==> src/rtl/ram8_fifo_pkg.sv <==
// Shared encodings for the RAM-backed FIFO sequencer and its arbiter.
// Latency: n/a (types and constants only).
// Backpressure: n/a.
package ram8_fifo_pkg;

  localparam int DATA_W_DEF = 8;
  localparam int ADDR_W_DEF = 3;
  localparam int DEPTH_DEF  = 8;

  // Which side owns the single RAM port this cycle.
  typedef enum logic [1:0] {
    GRANT_NONE = 2'd0,
    GRANT_PUSH = 2'd1,
    GRANT_POP  = 2'd2
  } grant_e;

  // RUN issues grants; CLR is the one-cycle RAM wipe after a flush.
  typedef enum logic {
    ST_RUN = 1'b0,
    ST_CLR = 1'b1
  } state_e;

endpackage

==> src/rtl/ram8_fifo_arb.sv <==
// Single-port grant arbiter: picks PUSH, POP or nothing for the shared RAM port.
// Latency: purely combinational from current state and requests.
// Backpressure: ready flags drop when full/empty, during flush/CLR, or when the other side wins the alternation.
module ram8_fifo_arb
  import ram8_fifo_pkg::*;
(
  input  logic   push_valid,
  input  logic   pop_req,
  input  logic   full,
  input  logic   empty,
  input  logic   flush,
  input  grant_e last_grant,
  input  state_e state,
  output grant_e grant,
  output logic   push_ready,
  output logic   pop_ready
);

  logic blocked;

  // A flush request or the wipe cycle takes the port away from both clients.
  assign blocked = flush || (state == ST_CLR);

  // Readiness is "would be granted if this side asked": contention only matters
  // when the other side is actually requesting and both operations are legal.
  always_comb begin
    push_ready = !blocked && !full &&
                 (!pop_req || empty || (last_grant == GRANT_POP));
    pop_ready  = !blocked && !empty &&
                 (!push_valid || full || (last_grant == GRANT_PUSH));
  end

  // The two ready terms are mutually exclusive under contention, so a simple
  // priority select cannot hide a conflict.
  always_comb begin
    grant = GRANT_NONE;
    if (push_valid && push_ready) begin
      grant = GRANT_PUSH;
    end else if (pop_req && pop_ready) begin
      grant = GRANT_POP;
    end
  end

endmodule

==> src/rtl/ram8_fifo_ctrl.sv <==
// FIFO sequencer in front of a single-port 8x8 RAM: owns pointers, count and the RAM pins.
// Latency: push lands on the grant edge; pop_data/pop_valid appear one cycle after the pop grant.
// Backpressure: push_ready/pop_ready from the arbiter; fair alternation when both sides contend.
module ram8_fifo_ctrl
  import ram8_fifo_pkg::*;
#(
  parameter int DATA_W = DATA_W_DEF,
  parameter int ADDR_W = ADDR_W_DEF,
  parameter int DEPTH  = DEPTH_DEF
) (
  input  logic              clk,
  input  logic              clear,
  input  logic              push_valid,
  input  logic [DATA_W-1:0] push_data,
  output logic              push_ready,
  input  logic              pop_req,
  output logic              pop_ready,
  output logic [DATA_W-1:0] pop_data,
  output logic              pop_valid,
  input  logic              flush,
  output logic              full,
  output logic              empty,
  output logic [ADDR_W:0]   count,
  output logic [ADDR_W-1:0] mem_addr,
  output logic              mem_rw,
  output logic [DATA_W-1:0] mem_din,
  input  logic [DATA_W-1:0] mem_dout,
  output logic              mem_clear
);

  localparam logic [ADDR_W:0] DEPTH_C = (ADDR_W+1)'(DEPTH);

  state_e            state_q, state_d;
  grant_e            last_grant_q, last_grant_d;
  grant_e            grant;
  logic [ADDR_W-1:0] wr_ptr_q, wr_ptr_d;
  logic [ADDR_W-1:0] rd_ptr_q, rd_ptr_d;
  logic [ADDR_W:0]   count_q, count_d;
  logic [DATA_W-1:0] pop_data_q, pop_data_d;
  logic              pop_valid_q, pop_valid_d;

  assign full  = (count_q == DEPTH_C);
  assign empty = (count_q == '0);
  assign count = count_q;

  ram8_fifo_arb u_arb (
    .push_valid (push_valid),
    .pop_req    (pop_req),
    .full       (full),
    .empty      (empty),
    .flush      (flush),
    .last_grant (last_grant_q),
    .state      (state_q),
    .grant      (grant),
    .push_ready (push_ready),
    .pop_ready  (pop_ready)
  );

  // Wipe FSM: a sampled flush spends exactly one cycle in CLR holding the RAM clear.
  always_comb begin
    state_d = ST_RUN;
    if (flush) begin
      state_d = ST_CLR;
    end
  end

  // Pointer, occupancy and dequeue-register next state; flush overrides any grant.
  always_comb begin
    wr_ptr_d     = wr_ptr_q;
    rd_ptr_d     = rd_ptr_q;
    count_d      = count_q;
    last_grant_d = last_grant_q;
    pop_data_d   = pop_data_q;
    pop_valid_d  = 1'b0;
    if (flush) begin
      wr_ptr_d = '0;
      rd_ptr_d = '0;
      count_d  = '0;
    end else begin
      case (grant)
        GRANT_PUSH: begin
          // DEPTH is a power of two, so natural overflow of the pointer is the wrap.
          wr_ptr_d     = wr_ptr_q + ADDR_W'(1);
          count_d      = count_q + (ADDR_W+1)'(1);
          last_grant_d = GRANT_PUSH;
        end
        GRANT_POP: begin
          rd_ptr_d     = rd_ptr_q + ADDR_W'(1);
          count_d      = count_q - (ADDR_W+1)'(1);
          last_grant_d = GRANT_POP;
          pop_data_d   = mem_dout;
          pop_valid_d  = 1'b1;
        end
        default: ;
      endcase
    end
  end

  // State registers; reset starts with POP as last grant so a contended first cycle favours PUSH.
  always_ff @(posedge clk or posedge clear) begin
    if (clear) begin
      state_q      <= ST_RUN;
      wr_ptr_q     <= '0;
      rd_ptr_q     <= '0;
      count_q      <= '0;
      last_grant_q <= GRANT_POP;
      pop_data_q   <= '0;
      pop_valid_q  <= 1'b0;
    end else begin
      state_q      <= state_d;
      wr_ptr_q     <= wr_ptr_d;
      rd_ptr_q     <= rd_ptr_d;
      count_q      <= count_d;
      last_grant_q <= last_grant_d;
      pop_data_q   <= pop_data_d;
      pop_valid_q  <= pop_valid_d;
    end
  end

  // RAM pin mux: idle parks the address on the read pointer with writes off.
  always_comb begin
    mem_addr = rd_ptr_q;
    mem_rw   = 1'b0;
    mem_din  = '0;
    if (grant == GRANT_PUSH) begin
      mem_addr = wr_ptr_q;
      mem_rw   = 1'b1;
      mem_din  = push_data;
    end
  end

  assign mem_clear = clear || (state_q == ST_CLR);
  assign pop_data  = pop_data_q;
  assign pop_valid = pop_valid_q;

endmodule

==> config.mk <==
export PLATFORM = sky130hd
export DESIGN_NAME = ram8_fifo_ctrl
export DESIGN_NICKNAME = d
export VERILOG_FILES = /design/src/rtl/ram8_fifo_pkg.sv /design/src/rtl/ram8_fifo_arb.sv /design/src/rtl/ram8_fifo_ctrl.sv
export SDC_FILE = /design/constraint.sdc
export NUM_CORES = 1
export LEC_CHECK = 0
export CORE_ASPECT_RATIO = 1.25
export CORE_MARGIN = 2
export CORE_UTILIZATION = 37
export DETAILED_ROUTE_END_ITERATION = 7
export HOLD_SLACK_MARGIN = 0.05
export PLACE_DENSITY = 0.75
export SYNTH_ARGS = -nofsm -noshare
export SYNTH_HDL_FRONTEND = slang
export SYNTH_SLANG_ARGS = --single-unit
==> constraint.sdc <==
create_clock -name clk -period 2.6 [get_ports clk]
set_clock_uncertainty 0.15 [all_clocks]
set_input_delay 0.65 -clock clk [delete_from_list [all_inputs] [get_ports clk]]
set_output_delay 0.65 -clock clk [all_outputs]
set_load 0.05 [all_outputs]
==> impl_results.md, run 1 <==
- Multi-input gate area: 761 sq um
- CTS sink count: 22
- Synth Area per Inst: 9.24 sq um
- Warnings from Yosys: 0
- Layout filler cell count: 195
- Hold Fails Final Rpt: 0
- Remaining DRCs: 0
- Worst-margin pin slew: 0.512 ns
- Worst-Skew Late Latency: 0.32 ns
- CTS clk-pin slew, worst paths: 0.12 ns
- Routed WL: 3420 microns
- R2R cell count: 11
- Rel. slew slack: 65.8%
- Critical Path End Type: output port
- Mapped Area: 1160 sq um
- Net Count, Synth: 152
- Post-route ant nets: 0
- Worst Hold Class: reg2reg
- Num rows: 22
- WHS: 0.347 ns
- Worst slack at placement: -0.484 ns
- Worst R2R Setup Slack: 0.02 ns
- GR Util met3: 3.59%
- Crit-path slowest cell: dfstp_2
- Worst path max stage delay: 0.55 ns
- Critical path arrival: 2.08 ns
- Vias post-DR: 1160
- Status: finished, violations left
- Worst-path maximum fanout: 5
- Num CTS Buffers: 3
- Slew Limit Fails: 0
- Die Height: 66.7 microns
- Post-synthesis sequential area ratio: 47.4%
- Hold Buf Count CTS: 0
- Initial core utilization: 39.1%
- Sequential cell area: 559 sq um
- Worst Setup SP: last_grant_q[1]$_DFFE_PP1P_
- Synth-to-layout area growth: 93.2%
- Worst path cell trace: or2b_4 -> a311oi_4 -> nand2_4 -> inv_8 -> nand2_4 -> nand2_8 -> buf_12
- Final nets: 222
- Failing checks: negative setup slack
- Ant diodes: 0
- Cell at the root of the clock tree: clkbuf_4
- GR Util met1: 22.4%
- Gr busiest metal: met2
- RR Startpoint: count[0]$_DFFE_PP0P_
- Port-buffer cells: 50
- Clock Path Buffers: 2
- Crit share post-route: 111%
- Library cells used by synthesis: 33
- CP required: 1.80 ns
- Initial drt markers: 17
- Register bit total from synthesis: 22
- Max cap viols: 0
- IO Count: 51
- Leak Pwr: 0.00105 uW
- Core Region: 2970 sq um
- CP Launch Type: flip-flop
- Worst VDD drop: 686 uV
- Unrepaired setup endpoints after global routing: true
- Setup ws final: -0.282 ns
- Post-route minimum period: 2.88 ns
- Die W: 54.2 microns
- Cell Pwr Density: 763 nW/um^2
- Critical R2R Capture: count[3]$_DFFE_PP0P_
- Vias per cell: 5.02
- Critical path class: reg2out
- WHS Endpoint: pop_data[2]$_DFFE_PP0P_
- Routed len/inst: 14.8 microns
- Hold path depth: 2
- Most frequent cells in the layout: nand2_1 (32), clkdlybuf4s50_1 (32), buf_4 (19), dfrtp_1 (17), buf_12 (16)
- Global-route wire length before repair: 5300 microns
- Vias in the first global route: 1173
- H-tree level count: 1
- Share of post-route cells with drive strength above 1: 42.1%
- Total gr overflow: 0
- CTS tree: done
- DP Wirelength: 2520 microns
- Final number of setup-violating endpoints: 14
- Hold_sp: pop_data[2]$_DFFE_PP0P_
- Met2 usage: 38.1%
- Gr usage total: 20.2%
- Largest net degree at the start of global routing: 23
- Synth Instances: 126
- Antenna violations before repair: 0
- CP most frequent cell: nand2_4
- GPL Wtd Cong: 0.749
- Max Clk Rate: 347 MHz
- Full die area: 3610 sq um
- Drt first pass iters: 2
-- critical path: cells and delay by family (launching register included) --
family / cells / cell delay, ns
AO/OA/AOI/OAI: 1 / 0.40
AND/OR/NAND/NOR: 4 / 0.58
flip-flops: 1 / 0.55
buffers and inverters: 2 / 0.23
-- cells by family after synthesis --
kind of cell,after synthesis,synth area share [%]
fa+ha+maj,5,6.02
simple gates,72,32.0
xor+xnor,3,2.26
buf+inv,11,4.30
mux,2,1.72
compound gates,11,6.24
flops,22,47.4
-- power breakdown --
| group | internal [uW] | switching [uW] |
|---|---|---|
| logic | 419 | 607 |
| registers | 440 | 60.2 |
| clock network | 85.7 | 104 |
| total | 945 | 771 |
-- repair_timing --
action | 4_1_cts | 5_1_grt
endpoints found under the setup margin | 15 | 16
setup buffers | 2 | 2
resized for setup | 10 | 7
pin swaps | 6 | 4
-- metal layers --
layer	share of wire (%)	vias up
met5	0	-
met4	2.2	0
met3	6.6	7
met2	54	50
met1	37	551
li1	-	552
-- layout make-up --
class                   count  area share (%)
well taps                  36            2.00
multi-input cells          93            33.8
flip-flops and latches     22            24.9
clock buffers               4            1.61
repair buffers             70            36.2
inverters                   6            1.45
-- registers in the layout (all words and copies together), names as in the netlist --
signal,cells
pop_valid,1
pop_data,8
state_q,1
count,4
rd_ptr_q,3
wr_ptr_q,3
last_grant_q,2
-- per-stage QoR --
| step | std cells | cell area [sq um] | total power [uW] | setup TNS, ns | utilization, % |
|---|---|---|---|---|---|
| 2_1_floorplan | 126 | 1310 | 1080 | -1.17 | - |
| 3_3_place_gp | 223 | 2100 | 1450 | -5.96 | 70.6 |
| 3_5_place_dp | 223 | 2100 | 1470 | -6.44 | 70.6 |
| 4_1_cts | 229 | 2200 | 1700 | -2.95 | 73.9 |
| 5_1_grt | 231 | 2250 | 1800 | -4.20 | 75.6 |
| 6_report | 231 | 2250 | 1720 | -3.52 | 75.6 |
-- synth_stat cells --
cell type / number / area share (%)
a21o_2: 1 / 0.75
a21oi_1: 4 / 1.7
a311oi_2: 1 / 1.3
and3_1: 9 / 4.8
buf_2: 2 / 0.86
buf_4: 1 / 0.65
clkbuf_1: 2 / 0.65
dfrtp_1: 21 / 45
dfstp_2: 1 / 2.3
fa_1: 1 / 1.7
ha_1: 4 / 4.3
inv_1: 5 / 1.6
inv_4: 1 / 0.54
mux2i_1: 2 / 1.7
nand2_1: 40 / 13
nand2_2: 1 / 0.54
nand2b_1: 3 / 1.6
nand3_1: 1 / 0.43
nand3_2: 1 / 0.86
nand3b_1: 2 / 1.3
nand4_4: 1 / 1.8
nand4b_1: 2 / 1.5
nor2_1: 6 / 1.9
nor4b_1: 1 / 0.75
o21ai_0: 3 / 1.3
o21ai_1: 1 / 0.43
o41ai_1: 1 / 0.75
or2_2: 2 / 1.1
or2_4: 1 / 0.75
or2b_2: 1 / 0.75
or3_4: 1 / 0.97
xnor2_1: 2 / 1.5
xor2_1: 1 / 0.75
-- worst max path at each step --
stage / end / slack, ns
after CTS: mem_addr[1] / -0.24
after global placement: mem_addr[2] / -0.47
after detailed placement: mem_addr[1] / -0.48
final: mem_addr[1] / -0.28
after global routing: mem_addr[1] / -0.33
after floorplan: mem_din[0] / -0.1
(Power assumes the default switching activity.)
==> run 2: changes to the inputs <==
- CORE_ASPECT_RATIO: 1.25 -> 1.4
==> impl_results.md, run 2 (synthesized netlist as in run 1, its figures left out) <==
- Status: finished, violations left
- Failing checks: negative setup slack
- Most common cell after layout, fill and taps aside: nand2_1
- Worst VDD drop: 848 uV (+24%)
- CTS tree: done
- Initial drt markers: 12 (-5)
- Worst Hold Class: reg2reg
- Final number of setup-violating endpoints: 12 (-2)
- Global-route wire length before repair: 5780 microns (+9.1%)
- RR Startpoint: count[0]$_DFFE_PP0P_
- Max Clk Rate: 360 MHz (+3.9%)
- WHS: 0.338 ns (-0.00944 ns)
- Initial core utilization: 38.0% (-1.2 points)
- Post-route ant nets: 0 (unchanged)
- Final nets: 220 (-0.90%)
- Gr usage total: 20.8% (+0.60 points)
- Worst Setup SP: last_grant_q[1]$_DFFE_PP1P_
- Core Region: 3060 sq um (+3.0%)
- Antenna violations before repair: 0 (unchanged)
- CP required: 1.80 ns (about the same)
- IO Count: 51 (unchanged)
- Worst R2R Setup Slack: 0.03 ns (about the same)
- R2R cell count: 11 (unchanged)
- Crit-path slowest cell: dfstp_2
- Synth-to-layout area growth: 91.1%
- Unrepaired setup endpoints after global routing: true
- Total gr overflow: 0 (unchanged)
- Setup crit end: mem_din[6]
- Full die area: 3620 sq um (about the same)
- Most frequent cells in the layout: nand2_1 (32), clkdlybuf4s50_1 (31), buf_4 (18), dfrtp_1 (17), buf_12 (15)
- Vias in the first global route: 1265 (+7.8%)
- Largest net degree at the start of global routing: 23 (unchanged)
- Critical Path End Type: output port
- Worst path max stage delay: 0.53 ns (-0.02 ns)
- CTS sink count: 22 (unchanged)
- Slew Limit Fails: 0 (unchanged)
- Cell Pwr Density: 784 nW/um^2 (+2.7%)
- Cell at the root of the clock tree: clkbuf_8
- CP Launch Type: flip-flop
- Remaining DRCs: 0 (unchanged)
- GPL Wtd Cong: 0.737 (-1.6%)
- Ant diodes: 0 (unchanged)
- Max reg flops: 8 (unchanged)
- Critical path class: reg2out
- Max cap viols: 0 (unchanged)
- Hold Fails Final Rpt: 0 (unchanged)
- H-tree level count: 1 (unchanged)
- Worst-path maximum fanout: 11 (+6)
- Routed WL: 3340 microns (-2.2%)
- Clock Path Buffers: 2 (unchanged)
- Vias post-DR: 1137 (-2.0%)
- Routed len/inst: 14.4 microns (-2.6%)
- Worst-Skew Late Latency: 0.26 ns (-0.06 ns)
- Critical path arrival: 1.97 ns (-0.11 ns)
- Critical R2R Capture: count[3]$_DFFE_PP0P_
- Crit share post-route: 107% (-4.1 points)
- Worst-margin pin slew: 0.508 ns (-0.00403 ns)
- Drt first pass iters: 3 (+1)
- Port-buffer cells: 50 (unchanged)
- Post-DP Area: 2080 sq um (-0.77%)
- Num CTS Buffers: 3 (unchanged)
- Utilization after layout: 72.6% (-3.0 points)
- Post-route minimum period: 2.77 ns (-0.107 ns)
- Setup ws final: -0.174 ns (+0.107 ns)
- CTS clk-pin slew, worst paths: 0.07 ns (-0.05 ns)
- Leak Pwr: 0.00103 uW (-1.7%)
- Num rows: 24 (+9.1%)
- Share of post-route cells with drive strength above 1: 38.9% (-3.2 points)
- Die Height: 70.4 microns (+5.5%)
- Rel. slew slack: 66.0% (+0.27 points)
- Hold Buf Count CTS: 0 (unchanged)
- Vias per cell: 4.90 (-2.4%)
- Die W: 51.4 microns (-5.1%)
- Design area: 2220 sq um (-1.1%)
- DP Wirelength: 2680 microns (+6.3%)
- Worst path cell trace: or2b_4 -> a311oi_4 -> buf_6 -> and3_4 -> buf_12
-- run 2: cell count changes in the layout (fill, tap and decap cells not counted), sizes merged --
cell           delta
buf               -2
clkdlybuf4s15     +1
clkdlybuf4s50     -1
clkinv            +1
dlygate4sd2       -1
dlymetal6s2s      +1
inv               -1
-- run 2: layout make-up --
class | instances | area [sq um]
Inverter | 6 | 37.5
Clock buffer | 4 | 55.1
Fill cell | 229 | 840
Sequential cell | 22 | 559
Tap cell | 39 | 48.8
Multi-Input combinational cell | 93 | 732
Timing Repair Buffer | 68 | 791
-- run 2: power breakdown --
part | switching [uW] | internal (uW) | leakage [uW] | total (uW)
logic | 595 | 407 | 0.000722 | 1000
registers | 59.3 | 441 | 0.000278 | 500
clock network | 106 | 135 | 0.0000288 | 241
-- run 2: worst min-delay path by stage --
stage | from | to | slack, ns | cells after the start
floorplan | last_grant_q[1]$_DFFE_PP1P_ | last_grant_q[1]$_DFFE_PP1P_ | 0.29 | 2
global placement | last_grant_q[1]$_DFFE_PP1P_ | last_grant_q[1]$_DFFE_PP1P_ | 0.30 | 2
detailed placement | last_grant_q[1]$_DFFE_PP1P_ | last_grant_q[1]$_DFFE_PP1P_ | 0.32 | 2
CTS | pop_data[5]$_DFFE_PP0P_ | pop_data[5]$_DFFE_PP0P_ | 0.34 | 2
global route | pop_data[7]$_DFFE_PP0P_ | pop_data[7]$_DFFE_PP0P_ | 0.37 | 2
finish | pop_data[1]$_DFFE_PP0P_ | pop_data[1]$_DFFE_PP0P_ | 0.34 | 2
-- run 2: worst max-delay path: cells and delay by family (launching register included) --
kind / cells / cell delay [ns]
buffers and inverters: 2 / 0.33
DFF: 1 / 0.53
AOI/OAI and AO/OA: 1 / 0.38
and+or+nand+nor: 2 / 0.48
-- run 2: timing repair --
| action | in CTS | in global routing |
|---|---|---|
| endpoints found under the setup margin | 15 | 15 |
| pin swaps | 4 | 6 |
| resized for setup | 7 | 8 |
| hold endpoints to repair | 0 | 0 |
| buffers inserted | 2 | 1 |
-- run 2: per-stage QoR --
| step | TNS (ns) | worst slack [ns] | total power [uW] | std cells |
|---|---|---|---|---|
| finish | -1.96 | -0.174 | 1740 | 232 |
| global route | -2.97 | -0.250 | 1840 | 232 |
| detailed placement | -6.69 | -0.489 | 1460 | 225 |
| CTS | -2.15 | -0.187 | 1740 | 231 |
| global placement | -6.10 | -0.468 | 1440 | 225 |
| floorplan | -1.17 | -0.0995 | 1080 | 126 |
-- run 2: layer usage --
metal | part of all wire (%) | vias up | global-route usage (%)
met1 | 37 | 546 | 22.8
met5 | 0 | - | 0
met3 | 5.7 | 2 | 2.78
met2 | 57 | 42 | 39.3
li1 | - | 547 | -
met4 | 0.63 | 0 | 6.73
